==> config.mk <==
export PLATFORM = sky130hd
export DESIGN_NAME = bp_nonsynth_perf_mc
export DESIGN_NICKNAME = d
export VERILOG_FILES = /design/src/rtl/bp_nonsynth_perf_mc.sv
export SDC_FILE = /design/constraint.sdc
export NUM_CORES = 1
export LEC_CHECK = 0
export BUFFER_PORTS_ARGS = -buffer_cell sky130_fd_sc_hd__clkbuf_2
export CAP_MARGIN = 0
export CORE_MARGIN = 3
export CORE_UTILIZATION = 40
export DETAILED_ROUTE_END_ITERATION = 7
export PLACE_DENSITY_LB_ADDON = 0.12
export SLEW_MARGIN = 20
export SYNTH_ARGS = -nofsm -noshare
export SYNTH_HDL_FRONTEND = slang
export SYNTH_SLANG_ARGS = --single-unit
==> constraint.sdc <==
create_clock -name clk_i -period 8.2 [get_ports clk_i]
set_input_delay 0 -clock clk_i [delete_from_list [all_inputs] [get_ports clk_i]]
set_output_delay 0 -clock clk_i [all_outputs]
set_load 0.05 [all_outputs]
==> src/rtl/bp_nonsynth_perf_mc.sv <==
// Per-core performance monitor: warmup, measured cycle/instruction counts, pass/stat prints.
// Define BP_NONSYNTH_PERF_WATCHDOG_EN to enable the no-commit watchdog that drives fail_o.
module bp_nonsynth_perf_mc
  #(parameter int num_core_p       = 1
   ,parameter int commit_width_p   = 1
   ,parameter int cnt_width_p      = 64
   ,parameter bit finish_on_done_p = 1'b1
   ,localparam int commit_cnt_w_lp = $clog2(commit_width_p+1)
   )
  (input  logic                                    clk_i
  ,input  logic                                    reset_i
  ,input  logic [31:0]                             warmup_instr_i
  ,input  logic [31:0]                             max_instr_i
  ,input  logic [31:0]                             timeout_cycles_i
  ,input  logic [num_core_p*commit_cnt_w_lp-1:0]   commit_cnt_i
  ,input  logic [num_core_p-1:0]                   is_debug_mode_i
  ,output logic [num_core_p*2-1:0]                 state_o
  ,output logic [num_core_p*cnt_width_p-1:0]       clk_cnt_o
  ,output logic [num_core_p*cnt_width_p-1:0]       instr_cnt_o
  ,output logic                                    all_done_o
  ,output logic                                    fail_o
  );

  localparam int cmp_w_lp = (cnt_width_p > 32) ? cnt_width_p : 32;

  typedef enum logic [1:0] {e_warmup = 2'd0, e_measure = 2'd1, e_done = 2'd2} state_e;

  logic [num_core_p-1:0] core_done;

  for (genvar gi = 0; gi < num_core_p; gi++) begin : g_core
    state_e                     state_q, state_d;
    logic [31:0]                warm_q, warm_d;
    logic [cnt_width_p-1:0]     clk_q, clk_d, instr_q, instr_d;
    logic [commit_cnt_w_lp-1:0] commit, commit_eff;
    logic [32:0]                warm_sum;
    logic [cnt_width_p:0]       clk_sum, instr_sum;
    logic [cnt_width_p-1:0]     clk_sat, instr_sat;
    logic                       done;

    assign commit     = commit_cnt_i[gi*commit_cnt_w_lp +: commit_cnt_w_lp];
    assign commit_eff = is_debug_mode_i[gi] ? '0 : commit;
    assign warm_sum   = {1'b0, warm_q} + 33'(commit_eff);
    assign clk_sum    = {1'b0, clk_q} + (cnt_width_p+1)'(1);
    assign instr_sum  = {1'b0, instr_q} + (cnt_width_p+1)'(commit_eff);
    // Saturate instead of wrapping so long runs never report tiny counts
    assign clk_sat    = clk_sum[cnt_width_p]   ? '1 : clk_sum[cnt_width_p-1:0];
    assign instr_sat  = instr_sum[cnt_width_p] ? '1 : instr_sum[cnt_width_p-1:0];

    always_ff @(posedge clk_i) begin
      if (reset_i) begin
        state_q <= e_warmup;
        warm_q  <= '0;
        clk_q   <= '0;
        instr_q <= '0;
      end else begin
        state_q <= state_d;
        warm_q  <= warm_d;
        clk_q   <= clk_d;
        instr_q <= instr_d;
      end
    end

    always_comb begin
      state_d = state_q;
      warm_d  = warm_q;
      clk_d   = clk_q;
      instr_d = instr_q;
      unique case (state_q)
        e_warmup: begin
          // Commits of the transition cycle stay in the warmup count only
          warm_d = warm_sum[31:0];
          if (warm_sum >= {1'b0, warmup_instr_i})
            state_d = e_measure;
        end
        e_measure: begin
          if (!is_debug_mode_i[gi]) begin
            clk_d   = clk_sat;
            instr_d = instr_sat;
            if ((max_instr_i != '0) && (cmp_w_lp'(instr_sat) >= cmp_w_lp'(max_instr_i)))
              state_d = e_done;
          end
        end
        default: ;
      endcase
    end

    always_comb begin
      done = (state_q == e_done);
    end

    assign core_done[gi]                           = done;
    assign state_o[gi*2 +: 2]                      = state_q;
    assign clk_cnt_o[gi*cnt_width_p +: cnt_width_p]   = clk_q;
    assign instr_cnt_o[gi*cnt_width_p +: cnt_width_p] = instr_q;
  end

  logic all_done_q, all_done_d;
  assign all_done_d = all_done_q | (&core_done);

  always_ff @(posedge clk_i) begin
    if (reset_i) all_done_q <= 1'b0;
    else         all_done_q <= all_done_d;
  end
  assign all_done_o = all_done_q;

`ifdef BP_NONSYNTH_PERF_WATCHDOG_EN
  logic [31:0] wd_q, wd_d;
  logic        fail_q, fail_d;

  always_comb begin
    wd_d = wd_q;
    if (|commit_cnt_i)     wd_d = '0;
    else if (wd_q != '1)   wd_d = wd_q + 32'd1;
    fail_d = fail_q | ((timeout_cycles_i != '0) && (wd_d >= timeout_cycles_i) && !all_done_q);
  end

  always_ff @(posedge clk_i) begin
    if (reset_i) begin
      wd_q   <= '0;
      fail_q <= 1'b0;
    end else begin
      wd_q   <= wd_d;
      fail_q <= fail_d;
    end
  end
  assign fail_o = fail_q;
`else
  logic unused_timeout;
  assign unused_timeout = ^timeout_cycles_i;
  assign fail_o = 1'b0;
`endif

`ifndef SYNTHESIS
  logic pass_seen_q, fail_seen_q;

  always_ff @(negedge clk_i) begin
    if (reset_i) begin
      pass_seen_q <= 1'b0;
      fail_seen_q <= 1'b0;
    end else begin
      if (all_done_q && !pass_seen_q) begin
        pass_seen_q <= 1'b1;
        $display("[BSG-PASS] max_instr=%0d", max_instr_i);
        if (finish_on_done_p) $finish;
      end
      if (fail_o && !fail_seen_q) begin
        fail_seen_q <= 1'b1;
        $display("[BSG-FAIL]: watchdog");
        if (finish_on_done_p) $finish;
      end
    end
  end

  final begin
    $display("[BSG-STAT]");
    for (int n = 0; n < num_core_p; n++) begin
      logic [cnt_width_p+9:0] c_l, i_l, mipc_l;
      c_l    = (cnt_width_p+10)'(clk_cnt_o[n*cnt_width_p +: cnt_width_p]);
      i_l    = (cnt_width_p+10)'(instr_cnt_o[n*cnt_width_p +: cnt_width_p]);
      mipc_l = (c_l == '0) ? '0 : (i_l * (cnt_width_p+10)'(1000)) / c_l;
      $display("core%0d clk=%0d instr=%0d mIPC=%0d", n, c_l, i_l, mipc_l);
    end
  end
`endif

endmodule

# [Word level (Yosys, flattened, before mapping)]
# Cells that the tools add are included.
[totals] latch_bits=0 romBits=0 mem_count=0 inputBits=100 mem_bits_rw=0 wordCells=30 regBits=163
[classes] n_lt_le_gt_ge=2 bitwise_logic=2 muxes=7 n_div=0 mul=0 add_sub_neg=3 n_eq_ne=5 reduce_logical=6 n_shift=0
[op_table] op="$mux W64" n=2
[op_table] op="$add A64 B1 Y65" n=1
[op_table] op="$add A64 B1 Y65 const B" n=1
[op_table] op="$ge A64 B32 Y1" n=1
[op_table] op="$add A32 B1 Y33" n=1
[op_table] op="$ge A33 B32 Y1" n=1
[op_table] op="$reduce_bool A32 Y1" n=1
[op_table] op="$mux W2" n=3
[op_table] op="$ne A2 B2 Y1 const B" n=3
[op_table] op="$pmux W2 S2" n=1
[op_table] op="$reduce_and A4 Y1" n=1
[op_table] op="$eq A2 B1 Y1 const B" n=1
[op_table] op="$eq A2 B2 Y1 const B" n=1
[op_table] op="$logic_not A2 Y1" n=1
[op_table] op="$reduce_and A2 Y1" n=1
[op_table] op="$reduce_bool A2 Y1" n=1
[op_table] op="$logic_and A1 B1 Y1" n=1
[op_table] op="$mux W1" n=1
[op_table] op="$not A1 Y1" n=1
[op_table] op="$or A1 B1 Y1" n=1

# [Longest topological paths before layout]
# Gate-level depths: netlist of the first run.
[depth] word_depth=8 ltp_mapped=21 ltp_nobuf=18

# [Worst setup path after synthesis of the first run]
# No wires, ideal clock.
[synth_path] path_type="reg2reg" startpoint="register g_core[0].instr_q[0], in the netlist instr_cnt_o[0]" endpoint="register g_core[0].state_q[1], in the netlist state_o[1]" setup_time_ns=0.132 path_buffers=4 stages_incl_launch_ff=21 t_required_ns=8.068 t_arrival_ns=4.907 synth_period_minus_slack_ns=5.040 path_slack_ns=3.160 path_cell_list="dfxtp_1 -> ha_1 -> ha_1 -> and4_4 -> nand4_4 -> or4_1 -> buf_2 -> or3_1 -> buf_2 -> buf_2 -> buf_1 -> nand2_1 -> ha_1 -> and4_1 -> a21oi_1 -> a21boi_0 -> a2111o_1 -> a2111oi_0 -> nand4_1 -> o41ai_2 -> a21oi_1"
[synth_via] elab_chain_len=6
[synth_rtl] item="from (decl)" line_no="33" source="logic [cnt_width_p-1:0] clk_q, clk_d, instr_q, instr_d;"
[synth_rtl] item="from (signal assigned)" line_no="59" source="instr_q <= instr_d;"
[synth_rtl] item="$add A64 B1 Y65" line_no="44" source="assign instr_sum = {1'b0, instr_q} + (cnt_width_p+1)'(commit_eff);"
[synth_rtl] item="$mux W64" line_no="47" source="assign instr_sat = instr_sum[cnt_width_p] ? '1 : instr_sum[cnt_width_p-1:0];"
[synth_rtl] item="named net g_core[0].instr_sat[24]" line_no="37" source="logic [cnt_width_p-1:0] clk_sat, instr_sat;"
[synth_rtl] item="$ge A64 B32 Y1" line_no="79" source="if ((max_instr_i != '0) && (cmp_w_lp'(instr_sat) >= cmp_w_lp'(max_instr_i)))"
[synth_rtl] item="$logic_and A1 B1 Y1" line_no="79"
[synth_rtl] item="$ne A2 B2 Y1 (no line)"
[synth_rtl] item="$reduce_and A4 Y1 (no line)"
[synth_rtl] item="to (signal assigned)" line_no="51" source="state_q <= e_warmup;"
[synth_rtl] item="to (signal assigned)" line_no="56" source="state_q <= state_d;"
[synth_rtl] item="to (decl)" line_no="31" source="state_e state_q, state_d;"
# The timed path passes the listed nets, and every way through them passes these cells.
# A chain may end at the register's enable or synchronous reset.

# [Final worst setup path of the first run]
# Same ends and word-level chain as after synthesis.

==> results.toml, run 1 <==
[floorplanning]
start_util_pct = 40.70
dieArea_um2 = 30480
core-area_um2 = 27930
die_w_um = 174.6
rows = 61
io_pins = 232
fp.dieH_um = 174.6

[critical_path]
r2r_end = "state_o[1]"
end_kind = "register"
worstSetupPathType = "reg2reg"
cp_num_cells = 17
cp_num_buf_inv = 1
cp_top_family = "simple AND/OR/NAND/NOR gates"
slowest_delay_ns = 0.75
critPathLaunchType = "register"
cp_common_cell = "ha_1"
cp_slowest_cell = "or4_1"
rr_worst_depth = 17
r2r-start = "instr_cnt_o[0]"
critPathCapture = "state_o[1]"
worstPathCellList = "ha_1 -> ha_1 -> and4_4 -> nand4_4 -> or4_1 -> or3_1 -> buf_4 -> nand2_1 -> ha_1 -> and4_1 -> a21oi_1 -> a21boi_0 -> a2111o_1 -> a2111oi_0 -> nand4_1 -> o41ai_2 -> a21oi_1"
ff2ff_setup_slack_ns = 2.68
crit_arrival_ns = 5.79
critPathRequiredTime_ns = 8.47
worst-path-max-fanout = 37
startpoint = "instr_cnt_o[0]"

[placement]
placed_cells = 1963
place.gp.congestion = 0.8696
dp_slack_ns = 2.493
post-dp-hpwl_um = 25350
port_buffers = 198

[clock_tree]
root_buffer = "clkbuf_16"
path_clk_slew_ns = 0.07
cts-hold-fix-buffers = 0
post_cts_buffers = 0
clkSinkCount = 163
tritoncts = "done"
clk_path_buf_depth = 2
cts.repair.resized = 0
clk_latency_ns = 0.44
htreeDepth = 4
cts_buffers = 17

[power_and_ir_drop]
sequentialPowerShare_pct = 45.8
power_switching_share_pct = 26.81
p_leak_uw = 0.005497
clockPowerShare_pct = 50.4
switching_power_uw = 463.1
power_density_nw_per_um2 = 131.8
combinationalPowerShare_pct = 3.8
p_int_uw = 1264
ir_worst_vdd_uv = 109.2

[logic_synthesis]
ys_async_sr_fraction_pct = 0
yosysTopAreaCell = "dfxtp_1"
synthFlopType = "dfxtp_1"
syn_nets = 1637
netlist_top_cells_count = "163 x dfxtp_1, 140 x nor2_1, 131 x nand2_1, 130 x a21oi_1, 95 x xor2_1"
netlist_top_cells_area = "dfxtp_1 29%, ha_1 7.6%, xor2_1 7.3%, a21oi_1 5.7%, nor2_1 4.6%"
netlist.area_leader.share_pct = 28.70
yosysUniqueCellTypes = 75
syn_avg_cell_area_um2 = 7.744
yosys_warnings = 0
synth_seq_cells = 163
syn_area_um2 = 11370
synth.most_common_cell = "dfxtp_1"
synth_edf_count = 0
ys_seq_area_share_pct = 28.70
syn_inst = 1468

[cells_and_area]
regArea_um2 = 3263
drive_gt1_share_pct = 17.38
instances_no_fill = 1995
final_nets = 1773
fill_cells = 2945
syn_to_final_growth_pct = 15.28
final_core_util_pct = 46.91
multi_input_area_um2 = 7395
antenna_cells = 0

[timing]
tightest_slew_ns = 1.038
drv_slew = 0
whs_ns = 0.1358
fin_crit_ns = 5.522
hold_violations = 0
rsz0062_at_grt = "false"
finClkSkew_ns = 0.02123
clock.fmax_mhz = 181.1
report.final.setup_viol = 0
timing.final.ws_setup_ns = 2.678
max-slew-margin-rel_pct = 30.73
fin_tns_setup_ns = 0
finalCritPeriodShare_pct = 67.35

[global_routing]
grt_max_degree = 92
grt_usage_pct = 22.76
grt_pass1_vias = 10610
antenna_found_initial = 0
grt_pass1_wl_um = 57080
gr-total-overflow = 0

[drt]
antenna_left = 0
wl_per_cell_um = 17.76
vias = 11310
detail_route.vias_per_cell = 5.668
drtIter0Drc = 705
wirelength_um = 35430
dr.pass1.iters = 5
drc = 0

[flow_run]
max_cap_violations = 0

[run_status]
status = "complete, no violations"

[hold_path]
hold_path_class = "in2reg"
-- layout make-up --
type / count / area share [%]
Inverter: 74 / 2.120
Timing Repair Buffer: 207 / 8.096
Tap cell: 378 / 3.609
Clock inverter: 15 / 1.604
Multi-Input combinational cell: 1141 / 56.43
Sequential cell: 163 / 24.90
Clock buffer: 17 / 3.246
-- routing by layer --
layer / GRT usage (%) / up-vias / routed length [um]
met3: 3.564 / 54 / 2014
li1: - / 5569 / -
met5: 0 / - / 0
met4: 7.480 / 0 / 850
met2: 37.39 / 345 / 16640
met1: 30.70 / 5340 / 15930
-- per-stage QoR --
step | cell area, um2 | power, uW
after floorplan | 11370 | 846.8
after global placement | 12460 | 875.9
after detailed placement | 12460 | 876.4
after CTS | 13100 | 1742
after global routing | 13110 | 1789
final | 13110 | 1727
-- power by group through the flow --
stage          clock network [uW]  registers, uW  logic [uW]
4_1_cts                       883            792        66.4
3_3_place_gp                    0            810        65.4
3_5_place_dp                    0            811        65.8
5_1_grt                       922            792        74.8
6_report                      870            792        65.5
2_1_floorplan                   0            810        36.3
-- sequential cells by signal, indices dropped and copies added, names as in the netlist --
signal and count:
clk_cnt_o 64, all_done_o 1, state_o 2, instr_cnt_o 64, g_core.warm_q 32
-- cells by family (layout without fill, tap and decap cells) --
| group | Yosys count | after routing | synth area share [%] |
|---|---|---|---|
| DFF | 163 | 163 | 28.70 |
| adders and majority gates | 69 | 69 | 7.594 |
| AOI/OAI and AO/OA | 269 | 269 | 14.76 |
| muxes | 8 | 8 | 0.7154 |
| other | 1 | 1 | 0.03299 |
| xor gates and xnor gates | 145 | 145 | 11.17 |
| buffers and inverters | 164 | 313 | 6.372 |
| and+or+nand+nor | 649 | 649 | 30.65 |
-- cells in the final DEF (no fill, tap or decap), types with 29 or more instances in the layout --
cell type,n
nor3_1,43
nor2_1,139
nand4_1,78
dfxtp_1,163
a21oi_1,130
nor4_1,31
o21ai_0,37
ha_1,69
and3_1,33
a311oi_1,29
nand2_1,131
inv_1,74
xnor2_1,50
xor2_1,95
clkbuf_2,197
nand3_1,76
-- worst min path at each step --
stage / end / slack (ns) / depth (start not counted) / startpoint
2_1_floorplan: state_o[0] / 0.31 / 3 / reset_i
3_3_place_gp: g_core[0].warm_q[0] / 0.45 / 2 / g_core[0].warm_q[0]
3_5_place_dp: g_core[0].warm_q[0] / 0.46 / 2 / g_core[0].warm_q[0]
4_1_cts: all_done_o / 0.14 / 2 / reset_i
5_1_grt: all_done_o / 0.15 / 2 / reset_i
6_report: all_done_o / 0.14 / 2 / reset_i
No activity file was read; power rests on OpenSTA's default activity.
==> run 2, diff against run 1 <==
Clock period 8.2 ns to 4.8 ns, I/O delays scaled along.
==> run 2 against run 1 <==
Utilization increased by 1.5 points. Design area grew 3.2%. Die area unchanged. Register-to-register slack got worse by 2.3 ns. Flip-flop and latch count unchanged. Routed wire length rose by 2.9%. Power rose by 70%. Clock power up 69%. Global-route usage grew 0.59 points. Maximum frequency up 24%.
==> results.toml, run 2 (synthesis gave the netlist of run 1 again) <==
[placement]
port_buffers = 198
placed_area_um2 = 12870
post-dp-hpwl_um = 26860
placed_cells = 2015
place.gp.congestion = 0.9024

[drt]
met3WireLength_um = 1956
drtIter0Drc = 918
dr.pass1.iters = 5
wirelength_um = 36450
vias = 11470
drc = 0
detail_route.vias_per_cell = 5.605
wl_met2_um = 17150
wl_per_cell_um = 17.81
routedLengthMet1_um = 16290
antenna_left = 0
routed.top_layer = "met4"

[floorplanning]
dieArea_um2 = 30480
die_w_um = 174.6
rows = 61
fp.dieH_um = 174.6
core-area_um2 = 27930
io_pins = 232
start_util_pct = 40.70

[timing]
fin_tns_setup_ns = 0
rsz0062_at_grt = "false"
hold_violations = 0
report.final.setup_viol = 0
clock.fmax_mhz = 224.0
fin_crit_ns = 4.464
finClkSkew_ns = 0.01706
finalCritPeriodShare_pct = 92.99
tightest_slew_ns = 0.9705
drv_slew = 0
max-slew-margin-rel_pct = 35.30

[cells_and_area]
layout_common_cells = "197 x clkbuf_2, 161 x dfxtp_1, 140 x nor2_1"
final_nets = 1825
instances_no_fill = 2047
syn_to_final_growth_pct = 19.00
regArea_um2 = 3268
final_area_um2 = 13530
multi_input_area_um2 = 7408
antenna_cells = 0
drive_gt1_share_pct = 20.07
fill_cells = 2879
final_common_cell = "clkbuf_2"

[critical_path]
end_kind = "register"
startpoint = "instr_cnt_o[0]"
crit_arrival_ns = 4.74
r2r-start = "instr_cnt_o[0]"
critPathLaunchType = "register"
critPathRequiredTime_ns = 5.08
worst-path-max-fanout = 36
worstSetupPathType = "reg2reg"

[clock_tree]
tritoncts = "done"
htreeDepth = 4
cts_buffers = 17
cts-hold-fix-buffers = 0
root_buffer = "clkbuf_16"
path_clk_slew_ns = 0.08
clk_path_buf_depth = 2
clkSinkCount = 163
post_cts_buffers = 0
clk_latency_ns = 0.45

[power_and_ir_drop]
ir_worst_vdd_uv = 174.4
switching_power_uw = 815.1
clockPowerShare_pct = 50.2
power_density_nw_per_um2 = 217.2
p_leak_uw = 0.005788
combinationalPowerShare_pct = 3.8
power_switching_share_pct = 27.74
sequentialPowerShare_pct = 46.0
p_int_uw = 2123

[global_routing]
gr-total-overflow = 0
grt_pass1_vias = 10790
antenna_found_initial = 0
grt_pass1_wl_um = 58260
grt_usage_pct = 23.36
grt_max_degree = 87

[flow_run]
max_cap_violations = 0

[run_status]
status = "complete, no violations"

[hold_path]
hold_path_class = "in2reg"
hp-start = "reset_i"
[run 2: cell count changes in the layout (fill, tap and decap cells not counted), moves of 2 or more]
cell	before	now
clkinv_4	2	0
inv_12	1	4
dfxtp_1	163	161
inv_8	5	2
buf_4	10	61
inv_6	1	3
[run 2: what timing repair did]
item                       CTS  global route
setup endpoints to repair    2             2
resized for setup            3             1
pin swaps                    0             1
[run 2: routing by layer]
layer / vias up / global-route usage (%)
li1: 5677 / -
met1: 5363 / 31.32
met2: 370 / 38.38
met3: 64 / 3.607
met4: 0 / 8.145
met5: - / 0
[run 2: stage by stage]
step                      worst slack [ns]  power [uW]  hold slack [ns]  util (%)
after detailed placement           -0.2848        1498           0.4612     46.07
after global placement            -0.03330        1496           0.4477     46.07
final                               0.3365        2938           0.1547     48.43
after floorplan                    0.03315        1446           0.3105         -
after global routing                0.1043        3046           0.1716     48.43
after CTS                           0.1064        2976           0.1738     48.41
[run 2: worst max-delay path: stages, from the launching register on]
cell and delay (ns):
dfxtp_4 0.35, ha_1 0.21, ha_1 0.23, and4_4 0.29
nand4_4 0.11, or4_1 0.55, or3_4 0.41, buf_12 0.20
nand2_1 0.08, ha_1 0.22, and4_1 0.20, a21boi_0 0.14
a2111o_1 0.38, a2111oi_2 0.29, nand4_1 0.20, o41ai_4 0.34
a21oi_1 0.11
[run 2: path summary, 6_finish.rpt]
path	end	slack, ns	cells after the start
setup reg to reg	state_o[1]	0.34	16
hold reg to reg	g_core[0].warm_q[0]	0.47	2
setup / recovery	state_o[1]	0.34	16
hold / removal	g_core[0].warm_q[26]	0.15	2
[run 2: power by group through the flow]
stage	Combinational, uW	Clock (uW)	Sequential, uW
5_1_grt	129	1570	1350
2_1_floorplan	62.1	0	1380
3_5_place_dp	114	0	1380
6_report	113	1470	1350
4_1_cts	115	1510	1350
3_3_place_gp	112	0	1380
[run 2: final cells by class]
type	instances	area share (%)
Inverter	74	2.053
Sequential cell	163	24.16
Tap cell	378	3.496
Timing Repair Buffer	259	10.82
Clock buffer	17	3.145
Clock inverter	15	1.563
Multi-Input combinational cell	1141	54.76
